[src/rtl/decode_stage_pkg.sv]
// Shared ALU op codes, RV32I opcodes, select/kind encodings and the decoded bundle.
// Pure definitions; no latency or flow control of its own.
package decode_stage_pkg;

    typedef enum logic [3:0] {
        ALU_ADD = 4'd0,
        ALU_SUB = 4'd1,
        ALU_SLL = 4'd2,
        ALU_LT  = 4'd3,
        ALU_LTU = 4'd4,
        ALU_XOR = 4'd5,
        ALU_SRL = 4'd6,
        ALU_SRA = 4'd7,
        ALU_OR  = 4'd8,
        ALU_AND = 4'd9,
        ALU_EQ  = 4'd10
    } alu_op_e;

    localparam logic [6:0] OPC_OP     = 7'b0110011;
    localparam logic [6:0] OPC_OP_IMM = 7'b0010011;
    localparam logic [6:0] OPC_LUI    = 7'b0110111;
    localparam logic [6:0] OPC_AUIPC  = 7'b0010111;
    localparam logic [6:0] OPC_BRANCH = 7'b1100011;
    localparam logic [6:0] OPC_JAL    = 7'b1101111;
    localparam logic [6:0] OPC_JALR   = 7'b1100111;
    localparam logic [6:0] OPC_LOAD   = 7'b0000011;
    localparam logic [6:0] OPC_STORE  = 7'b0100011;

    typedef enum logic [2:0] {
        KIND_ALU    = 3'd0,
        KIND_BRANCH = 3'd1,
        KIND_JAL    = 3'd2,
        KIND_JALR   = 3'd3,
        KIND_LOAD   = 3'd4,
        KIND_STORE  = 3'd5
    } kind_e;

    typedef enum logic [1:0] {
        IN1_RS1  = 2'd0,
        IN1_PC   = 2'd1,
        IN1_ZERO = 2'd2
    } in1_sel_e;

    typedef enum logic {
        IN2_RS2 = 1'b0,
        IN2_IMM = 1'b1
    } in2_sel_e;

    typedef struct packed {
        logic [31:0] pc;
        alu_op_e     alu_op;
        in1_sel_e    in1_sel;
        in2_sel_e    in2_sel;
        logic [31:0] imm;
        logic [4:0]  rs1;
        logic [4:0]  rs2;
        logic [4:0]  rd;
        logic        rd_we;
        kind_e       kind;
        logic        br_inv;
        logic        illegal;
    } dec_t;

    function automatic logic [31:0] imm_i(input logic [31:0] w);
        return {{20{w[31]}}, w[31:20]};
    endfunction

    function automatic logic [31:0] imm_s(input logic [31:0] w);
        return {{20{w[31]}}, w[31:25], w[11:7]};
    endfunction

    function automatic logic [31:0] imm_b(input logic [31:0] w);
        return {{19{w[31]}}, w[31], w[7], w[30:25], w[11:8], 1'b0};
    endfunction

    function automatic logic [31:0] imm_u(input logic [31:0] w);
        return {w[31:12], 12'b0};
    endfunction

    function automatic logic [31:0] imm_j(input logic [31:0] w);
        return {{11{w[31]}}, w[31], w[19:12], w[20], w[30:21], 1'b0};
    endfunction

endpackage

[src/rtl/decode_stage_instr_decoder.sv]
// Combinational RV32I decoder: instruction word + pc -> decoded bundle.
// Zero latency, no flow control; unsupported encodings collapse to a harmless illegal bundle.
module instr_decoder
    import decode_stage_pkg::*;
(
    input  logic [31:0] i_instr,
    input  logic [31:0] i_pc,
    output dec_t        o_dec
);

    logic [6:0] w_opc;
    logic [2:0] w_f3;
    logic [6:0] w_f7;
    logic       w_legal;
    alu_op_e    w_rr_op;
    dec_t       w_dec;

    assign w_opc = i_instr[6:0];
    assign w_f3  = i_instr[14:12];
    assign w_f7  = i_instr[31:25];

    // funct3 map shared by OP and OP-IMM; funct7[5] picks SUB/SRA
    always_comb begin
        w_rr_op = ALU_ADD;
        case (w_f3)
            3'b000:  w_rr_op = w_f7[5] ? ALU_SUB : ALU_ADD;
            3'b001:  w_rr_op = ALU_SLL;
            3'b010:  w_rr_op = ALU_LT;
            3'b011:  w_rr_op = ALU_LTU;
            3'b100:  w_rr_op = ALU_XOR;
            3'b101:  w_rr_op = w_f7[5] ? ALU_SRA : ALU_SRL;
            3'b110:  w_rr_op = ALU_OR;
            default: w_rr_op = ALU_AND;
        endcase
    end

    always_comb begin
        w_dec         = '0;
        w_dec.pc      = i_pc;
        w_dec.rs1     = i_instr[19:15];
        w_dec.rs2     = i_instr[24:20];
        w_dec.rd      = i_instr[11:7];
        w_dec.alu_op  = ALU_ADD;
        w_dec.in1_sel = IN1_RS1;
        w_dec.in2_sel = IN2_RS2;
        w_dec.kind    = KIND_ALU;
        w_legal       = 1'b1;
        case (w_opc)
            OPC_OP: begin
                w_dec.alu_op = w_rr_op;
                w_dec.rd_we  = 1'b1;
                w_legal      = (w_f7 == 7'h00) ||
                               ((w_f7 == 7'h20) && ((w_f3 == 3'b000) || (w_f3 == 3'b101)));
            end
            OPC_OP_IMM: begin
                w_dec.alu_op  = (w_f3 == 3'b000) ? ALU_ADD : w_rr_op;
                w_dec.in2_sel = IN2_IMM;
                w_dec.imm     = imm_i(i_instr);
                w_dec.rd_we   = 1'b1;
                if (w_f3 == 3'b001)
                    w_legal = (w_f7 == 7'h00);
                else if (w_f3 == 3'b101)
                    w_legal = (w_f7 == 7'h00) || (w_f7 == 7'h20);
            end
            OPC_LUI, OPC_AUIPC: begin
                w_dec.in1_sel = (w_opc == OPC_LUI) ? IN1_ZERO : IN1_PC;
                w_dec.in2_sel = IN2_IMM;
                w_dec.imm     = imm_u(i_instr);
                w_dec.rd_we   = 1'b1;
            end
            OPC_BRANCH: begin
                w_dec.kind   = KIND_BRANCH;
                w_dec.imm    = imm_b(i_instr);
                w_dec.br_inv = w_f3[0];
                case (w_f3[2:1])
                    2'b00:   w_dec.alu_op = ALU_EQ;
                    2'b10:   w_dec.alu_op = ALU_LT;
                    2'b11:   w_dec.alu_op = ALU_LTU;
                    default: w_legal      = 1'b0;
                endcase
            end
            OPC_JAL: begin
                w_dec.kind    = KIND_JAL;
                w_dec.in1_sel = IN1_PC;
                w_dec.in2_sel = IN2_IMM;
                w_dec.imm     = imm_j(i_instr);
                w_dec.rd_we   = 1'b1;
            end
            OPC_JALR: begin
                w_dec.kind    = KIND_JALR;
                w_dec.in2_sel = IN2_IMM;
                w_dec.imm     = imm_i(i_instr);
                w_dec.rd_we   = 1'b1;
                w_legal       = (w_f3 == 3'b000);
            end
            OPC_LOAD: begin
                w_dec.kind    = KIND_LOAD;
                w_dec.in2_sel = IN2_IMM;
                w_dec.imm     = imm_i(i_instr);
                w_dec.rd_we   = 1'b1;
                w_legal       = (w_f3 != 3'b011) && (w_f3[2:1] != 2'b11);
            end
            OPC_STORE: begin
                w_dec.kind    = KIND_STORE;
                w_dec.in2_sel = IN2_IMM;
                w_dec.imm     = imm_s(i_instr);
                w_legal       = !w_f3[2] && (w_f3 != 3'b011);
            end
            default: w_legal = 1'b0;
        endcase

        if (!w_legal) begin
            w_dec.alu_op  = ALU_ADD;
            w_dec.in1_sel = IN1_RS1;
            w_dec.in2_sel = IN2_RS2;
            w_dec.imm     = '0;
            w_dec.kind    = KIND_ALU;
            w_dec.br_inv  = 1'b0;
            w_dec.rd_we   = 1'b0;
            w_dec.illegal = 1'b1;
        end
        if (w_dec.rd == 5'd0)
            w_dec.rd_we = 1'b0;
    end

    assign o_dec = w_dec;

endmodule

[src/rtl/decode_stage.sv]
// RV32I decode stage: decoder at the input feeding a 2-entry skid (main + skid register).
// 1-cycle latency; in_ready is the registered "skid empty", so at most two are held under stall.
module decode_stage
    import decode_stage_pkg::*;
(
    input  logic        clk,
    input  logic        rst,
    input  logic        flush,
    input  logic        in_valid,
    output logic        in_ready,
    input  logic [31:0] in_instr,
    input  logic [31:0] in_pc,
    output logic        out_valid,
    input  logic        out_ready,
    output logic [31:0] out_pc,
    output logic [3:0]  out_alu_op,
    output logic [1:0]  out_in1_sel,
    output logic        out_in2_sel,
    output logic [31:0] out_imm,
    output logic [4:0]  out_rs1,
    output logic [4:0]  out_rs2,
    output logic [4:0]  out_rd,
    output logic        out_rd_we,
    output logic [2:0]  out_kind,
    output logic        out_br_inv,
    output logic        out_illegal
);

    dec_t w_dec;
    dec_t r_main;
    dec_t r_skid;
    logic r_main_vld;
    logic r_skid_vld;
    logic w_acc;
    logic w_main_free;

    instr_decoder u_instr_decoder (
        .i_instr (in_instr),
        .i_pc    (in_pc),
        .o_dec   (w_dec)
    );

    assign w_acc       = in_valid & ~r_skid_vld;
    assign w_main_free = ~r_main_vld | out_ready;

    // skid only fills while main is stalled, and in_ready is low whenever it is full
    always_ff @(posedge clk) begin
        if (rst) begin
            r_main     <= '0;
            r_skid     <= '0;
            r_main_vld <= 1'b0;
            r_skid_vld <= 1'b0;
        end else if (flush) begin
            r_main_vld <= 1'b0;
            r_skid_vld <= 1'b0;
        end else if (w_main_free) begin
            if (r_skid_vld) begin
                r_main     <= r_skid;
                r_main_vld <= 1'b1;
                r_skid_vld <= 1'b0;
            end else begin
                r_main_vld <= w_acc;
                if (w_acc)
                    r_main <= w_dec;
            end
        end else if (w_acc) begin
            r_skid     <= w_dec;
            r_skid_vld <= 1'b1;
        end
    end

    assign in_ready    = ~r_skid_vld;
    assign out_valid   = r_main_vld;
    assign out_pc      = r_main.pc;
    assign out_alu_op  = r_main.alu_op;
    assign out_in1_sel = r_main.in1_sel;
    assign out_in2_sel = r_main.in2_sel;
    assign out_imm     = r_main.imm;
    assign out_rs1     = r_main.rs1;
    assign out_rs2     = r_main.rs2;
    assign out_rd      = r_main.rd;
    assign out_rd_we   = r_main.rd_we;
    assign out_kind    = r_main.kind;
    assign out_br_inv  = r_main.br_inv;
    assign out_illegal = r_main.illegal;

endmodule

[config.mk]
export PLATFORM = sky130hd
export DESIGN_NAME = decode_stage
export DESIGN_NICKNAME = d
export VERILOG_FILES = /design/src/rtl/decode_stage_pkg.sv /design/src/rtl/decode_stage_instr_decoder.sv /design/src/rtl/decode_stage.sv
export SDC_FILE = /design/constraint.sdc
export NUM_CORES = 1
export LEC_CHECK = 0
export CORE_ASPECT_RATIO = 0.6
export CORE_MARGIN = 5
export CORE_UTILIZATION = 55
export DETAILED_ROUTE_END_ITERATION = 12
export GPL_ROUTABILITY_DRIVEN = 0
export PLACE_DENSITY_LB_ADDON = 0.3
export SLEW_MARGIN = 15
export SYNTH_ARGS = -nofsm -noshare
export SYNTH_HDL_FRONTEND = slang
export SYNTH_SLANG_ARGS = --single-unit
export TNS_END_PERCENT = 10
[constraint.sdc]
create_clock -name clk -period 3.35 [get_ports clk]
set_clock_uncertainty 0.05 [all_clocks]
set_input_delay 0.5025 -clock clk [delete_from_list [all_inputs] [get_ports clk]]
set_output_delay 0.5025 -clock clk [all_outputs]
set_load 0.01 [all_outputs]
==> flow_summary.toml <==
[critical_path]
path_class = "in2reg"
cp-start-kind = "input pin"
worstPathArrival_ns = 2.99
endpoint_kind = "register"
cp_data_required_time_ns = 3.65
cp_max_fo = 23

[clocking]
numCtsBuffers = 17
cts_tree = "yes"
cts_resized = 0
cts_setup_buffers = 0
clock_latency_ns = 0.42
cts.sinks = 186
htreeDepth = 4
cts-root-buf = "clkbuf_16"
clkTransAtPathRegs_ns = 0.08
ctsHoldBuffers = 0
clock_path_buffers = 2

[logic_synthesis]
synth_cell_type_count = 51
async_reset_ff_share_pct = 0
synth-seq-cells = 186
synth_nets = 1026
ys.flop_type = "dfxtp_1"
synth_area_sq_um = 7880
synth_warnings = 0
yosysTopAreaCell = "dfxtp_1"
synthCells = 957
synth_area_per_cell_sq_um = 8.24
synth_area_leaders = "dfxtp_1, a21oi_1, nand2_1"
synth_edf_count = 0
synth_top_area_share_pct = 47.2
yosysSeqAreaShare_pct = 47.2

[sta]
setup-violations-final = 0
final.min_clock_period_ns = 2.69
finalHoldViolCount = 0
max_freq_mhz = 371
fin_setup_tns_ns = 0
tightest_slew_ns = 0.859
slew_headroom_pct = 42.7
finalMaxSlewViolations = 0
finalCritPeriodShare_pct = 80.4
rsz0062_at_grt = "no"

[final_layout]
fillers = 1062
antenna_cells = 0
fin_nets = 1147
final_area_sq_um = 10200
area_delta_synth_final_pct = 29.3
drive_gt1_share_pct = 6.78

[grt]
antenna_found_initial = 0
grt_usage_pct = 26.4
grt_pass1_vias = 7063
grt_remaining_overflow = 0
grt_max_degree = 108
grt_pass1_wl_um = 36100

[route]
via_per_inst = 5.94
drt_iter0_markers = 794
dr.pass1.iters = 8
wl_per_cell_um = 17.6
drcViolationCount = 0
ant_nets = 0
num_vias = 7622
finalWirelength_um = 22500

[status]
outcome = "complete, no violations"

[placement]
io_buffers = 162
hpwl_um = 14800
dpl-instance-area_sq_um = 9650

[floorplan]
placementRows = 33
ioPinCount = 163
dieHeight_um = 103
die_w_um = 165
dieArea_sq_um = 16900
core-area_sq_um = 13800
initial_core_util_pct = 57.0

[power_and_ir_drop]
power.density_nw_per_um2 = 467
p_total_mw = 4.76
p_leak_nw = 3.40
peakVddDrop_mv = 0.315

[worst_hold_path]
worstHoldPathType = "reg2reg"

[flow_run]
max_cap_violations = 0
## cell usage after synthesis, drive strengths merged (13+ instances only)
master	number
buf	22
mux2i	48
dfxtp	186
clkbuf	65
a211oi	63
nand2	150
nand3	16
and3	19
nor3	21
a22oi	13
nand4	15
a21oi	116
o21ai	39
o22ai	16
nor2	108
## report_power, final
part | internal [mW] | leakage (nW) | switching [mW]
registers | 2.27 | 1.51 | 0.0339
logic | 0.265 | 1.64 | 0.293
clock network | 0.974 | 0.250 | 0.919
total | 3.51 | 3.40 | 1.25
## cell families after synthesis
kind of cell	count (synthesis)	share of synthesized area (%)
flops	186	47.2
mux	49	6.24
compound gates	273	21.3
buf+inv	91	4.87
simple gates	358	20.3
## layer usage
metal | global-route usage [%] | wire, um | vias up
met4 | 6.20 | 287 | 0
met3 | 6.87 | 2440 | 37
met2 | 41.0 | 9800 | 370
met1 | 37.4 | 10000 | 3576
met5 | 0 | 0 | -
li1 | - | - | 3639
## worst paths after layout
kind	from	cells after the start	slack, ns	end
setup / recovery	in_instr[4]	9	0.66	r_skid[40]
hold / removal	r_skid[42]	2	0.40	r_skid[42]
setup reg to reg	out_valid	5	1.30	out_imm[28]
hold reg to reg	r_skid[42]	2	0.40	r_skid[42]
## layout make-up
cell class                 count  area, sq um  share of cell area [%]
clock buffer                  20          437                    4.28
clock inverter                12          106                    1.04
inverter                       4         15.0                   0.147
multi-input combinational    680         3800                    37.3
sequential                   186         3730                    36.6
tap                          192          240                    2.36
timing repair buffer         189         1870                    18.4
## cells in the final DEF, fill, tap and decap left out, types with 3 or more instances in the layout
cell type	synthesis	routed
inv_6	0	3
or4_1	3	3
inv_8	0	3
clkbuf_16	0	17
a221oi_1	9	9
buf_4	1	24
nor3_2	2	3
nor2_1	108	108
nor2b_1	6	6
o21ai_0	38	38
and3_1	19	18
dfxtp_1	186	185
buf_12	0	4
clkinvlp_4	0	5
mux2i_1	48	48
nand4_1	15	15
a22oi_1	13	13
clkdlybuf4s50_1	0	161
a21oi_1	114	114
clkbuf_1	65	3
a211oi_1	63	63
inv_1	3	3
nor3_1	19	18
nand2b_1	3	3
nand3_1	16	15
o22ai_1	16	16
nand2_1	150	150
nand4b_1	3	3
## per-stage QoR
step	worst slack, ns	util, %	hold slack, ns	instances
6_report	0.657	73.7	0.400	1283
5_1_grt	0.509	73.7	0.421	1283
3_3_place_gp	0.419	69.8	0.375	1251
3_5_place_dp	0.339	69.8	0.386	1251
4_1_cts	0.766	73.7	0.403	1283
2_1_floorplan	1.17	-	0.367	957
## flip-flops by register name (all words and copies together) (netlist names)
signal	flops
r_skid_vld	1
out_imm	32
out_alu_op	4
out_rs1	5
out_rs2	5
out_in2_sel	1
out_rd	5
out_kind	3
out_br_inv	1
out_valid	1
r_skid	92
out_in1_sel	2
out_illegal	1
out_pc	32
out_rd_we	1
## worst max-delay path: stages
cell and delay (ns):
clkdlybuf4s50_1 0.76, nand2b_1 0.17, nor3_2 0.34, o21ai_1 0.17, o2111ai_4 0.28, buf_4 0.23, nand3_1 0.08, buf_4 0.24
o21ai_0 0.20
Power figures use the tool's default switching activity.
==> variant: new RTL, same flow settings <==
Reset style: asynchronous (`rst`), changed in one clocked block.
--- a/src/rtl/decode_stage.sv
+++ b/src/rtl/decode_stage.sv
@@ -44,7 +44,7 @@
     assign w_main_free = ~r_main_vld | out_ready;
 
     // skid only fills while main is stalled, and in_ready is low whenever it is full
-    always_ff @(posedge clk) begin
+    always_ff @(posedge clk or posedge rst) begin
         if (rst) begin
             r_main     <= '0;
             r_skid     <= '0;
Check against the original RTL: not equivalent (Yosys sat finds a counterexample within 4 cycles, from zero or initial values and one cycle with rst high; the reset may be asserted at any time).
==> variant against the original RTL <==
Design area rose by 8.0%. Sequential cell count stayed put. Routed wire length is 3.6% higher. Synthesized area rose by 8.0%. Combinational power increased by 83%. Total power increased by 22%. Critical path depth decreased by 3. Worst setup slack worse by 0.17 ns. Final cell count decreased by 1.5%. Critical endpoint is now out_alu_op[2]. Largest cell class is now registers. Largest power group unchanged. Highest routed layer unchanged.
==> variant: results (changes against the original RTL) <==
stage,metric,value,unit,change
critical_path,CP peak stage delay,0.94,ns,was 0.76 ns
critical_path,Crit Path Max Fanout,43,,was 23
grt,initial antenna violation count,0,,unchanged
placement,Post-DP Area,10390,µm²,was 9653 µm²
grt,met1 Use GR,0.4076,,was 0.3742
logic_synthesis,YS warnings,0,,unchanged
hold_path,Hold Path Origin,r_skid[59],,was r_skid[42]
grt,vias in the first global route,6997,,was 7063
pwr,P_leak,4.862,nW,was 3.400 nW
grt,met2 Usage GRT,0.3619,,was 0.4096
grt,first-pass GRT wire length,37610,µm,was 36090 µm
logic_synthesis,Synth async-reset ratio,1.000,,was 0
placement,dpl hpwl,15560,µm,was 14850 µm
grt,Overall Global Routing Usage,0.2580,,was 0.2644
route,met2 routed WL,9988,µm,was 9799 µm
logic_synthesis,Area contributors post-synth,"dfrtp_1, nand2_1, mux2i_1",,"was dfxtp_1, a21oi_1, nand2_1"
route,Via-to-Cell Ratio,5.835,,was 5.941
logic_synthesis,Commonest cells post-synth,"nand2_1, dfrtp_1, a21oi_1",,"was dfxtp_1, nand2_1, a21oi_1"
hold_path,"Endpoint, Worst Hold",r_skid[59],,was r_skid[42]
cts,cts bufs inserted,17,,unchanged
logic_synthesis,register area share after synthesis,0.5466,,was 0.4723
critical_path,Worst Path Arrival,3.06,ns,was 2.99 ns
placement,dpl cells,1233,,was 1251
route,Starting DRT DRC Count,775,,was 794
route,met1 WL,10970,µm,was 10000 µm
logic_synthesis,Synth Area in Compound Gates,0.1842,,was 0.2135
timing,Worst Max-Slew Pin Slew,1.218,ns,was 0.8593 ns
finish,layout cells sized above 1,0.07257,,was 0.06783
critical_path,Crit-path slowest cell,nor2_4,,was clkdlybuf4s50_1
critical_path,RR Endpoint,out_imm[2],,was out_imm[28]
finish,fillers,1139,,was 1062
logic_synthesis,Post-Synth XOR/XNOR Area,0.001029,,was 0
job,# Max-Cap Violations,0,,unchanged
critical_path,FF-to-FF Start,r_skid_vld,,was out_valid
logic_synthesis,average cell area after synthesis,9.368,µm²,was 8.238 µm²
logic_synthesis,Syn Nets,978,,was 1026
finish,Post-Layout Cell Count,1264,,was 1283
route,routed length on met3,2138,µm,was 2435 µm
critical_path,crit path to,out_alu_op[2],,was r_skid[40]
route,Initial DRT Pass Iterations,5,,was 8
finish,NumNets Final,1118,,was 1147
pwr,Peak supply drop,0.3082,mV,was 0.3148 mV
grt,met3 usage,0.05797,,was 0.06872
run_status,status,completed,,unchanged
timing,setup violators final,0,,unchanged
critical_path,R2R setup slack,0.96,ns,was 1.30 ns
critical_path,critical path's top delay family,simple AND/OR/NAND/NOR gates,,was buffers and inverters
critical_path,Critical Path Source,in_instr[12],,was in_instr[4]
logic_synthesis,Netlist cell types,48,,was 51
route,final WL,23340,µm,was 22530 µm
logic_synthesis,multiplexer share of the synthesized area,0.05642,,was 0.06237
grt,largest net degree at the start of global routing,116,,was 108
==> variant: changes by cell type after synthesis, sizes merged, moves of 13 or more <==
cell    delta
dfrtp    +186
dfxtp    -186
nand2     +95
nor2      -60
a211oi    -59
a21oi     -36
o31ai     +35
o21ai     +24
clkbuf    -21
nor3      -16
nand4     -13
==> variant: kinds of logic after synthesis <==
logic type,Yosys count
AOI/OAI and AO/OA,248
xor gates and xnor gates,1
buffers and inverters,77
DFF,186
muxes,48
and+or+nand+nor,349
==> variant: power by group <==
| group | internal (W) | switching [W] | leakage, nW | total (W) |
|---|---|---|---|---|
| clock | 0.00121 | 0.000898 | 0.295 | 0.00210 |
| combinational | 0.000512 | 0.000505 | 2.18 | 0.00102 |
| sequential | 0.00253 | 0.000164 | 2.39 | 0.00269 |
| total | 0.00425 | 0.00157 | 4.86 | 0.00581 |
==> variant: area by class of cell <==
type / instances / share of cell area
Tap cell: 203 / 0.02307
Clock buffer: 19 / 0.04024
Multi-Input combinational cell: 646 / 0.3228
Inverter: 6 / 0.002387
Timing Repair Buffer: 192 / 0.1734
Clock inverter: 12 / 0.01489
Sequential cell: 186 / 0.4232
==> variant: per-stage QoR <==
step           utilization  total power, W  worst slack (ns)  hold slack (ns)
2_1_floorplan            -        0.003174            0.4050           0.3896
3_3_place_gp        0.6801        0.003721            0.2352           0.4018
3_5_place_dp        0.6801        0.003750            0.1671           0.4011
4_1_cts             0.7198        0.005846            0.5902           0.4221
5_1_grt             0.7203        0.006074            0.3531           0.4415
6_report            0.7203        0.005814            0.4848           0.4220
==> variant: tightest hold or removal path, cell delays in order, from the launching register on <==
cell and delay [ns]:
dfrtp_1 0.34, nand2_1 0.06, o41ai_2 0.04
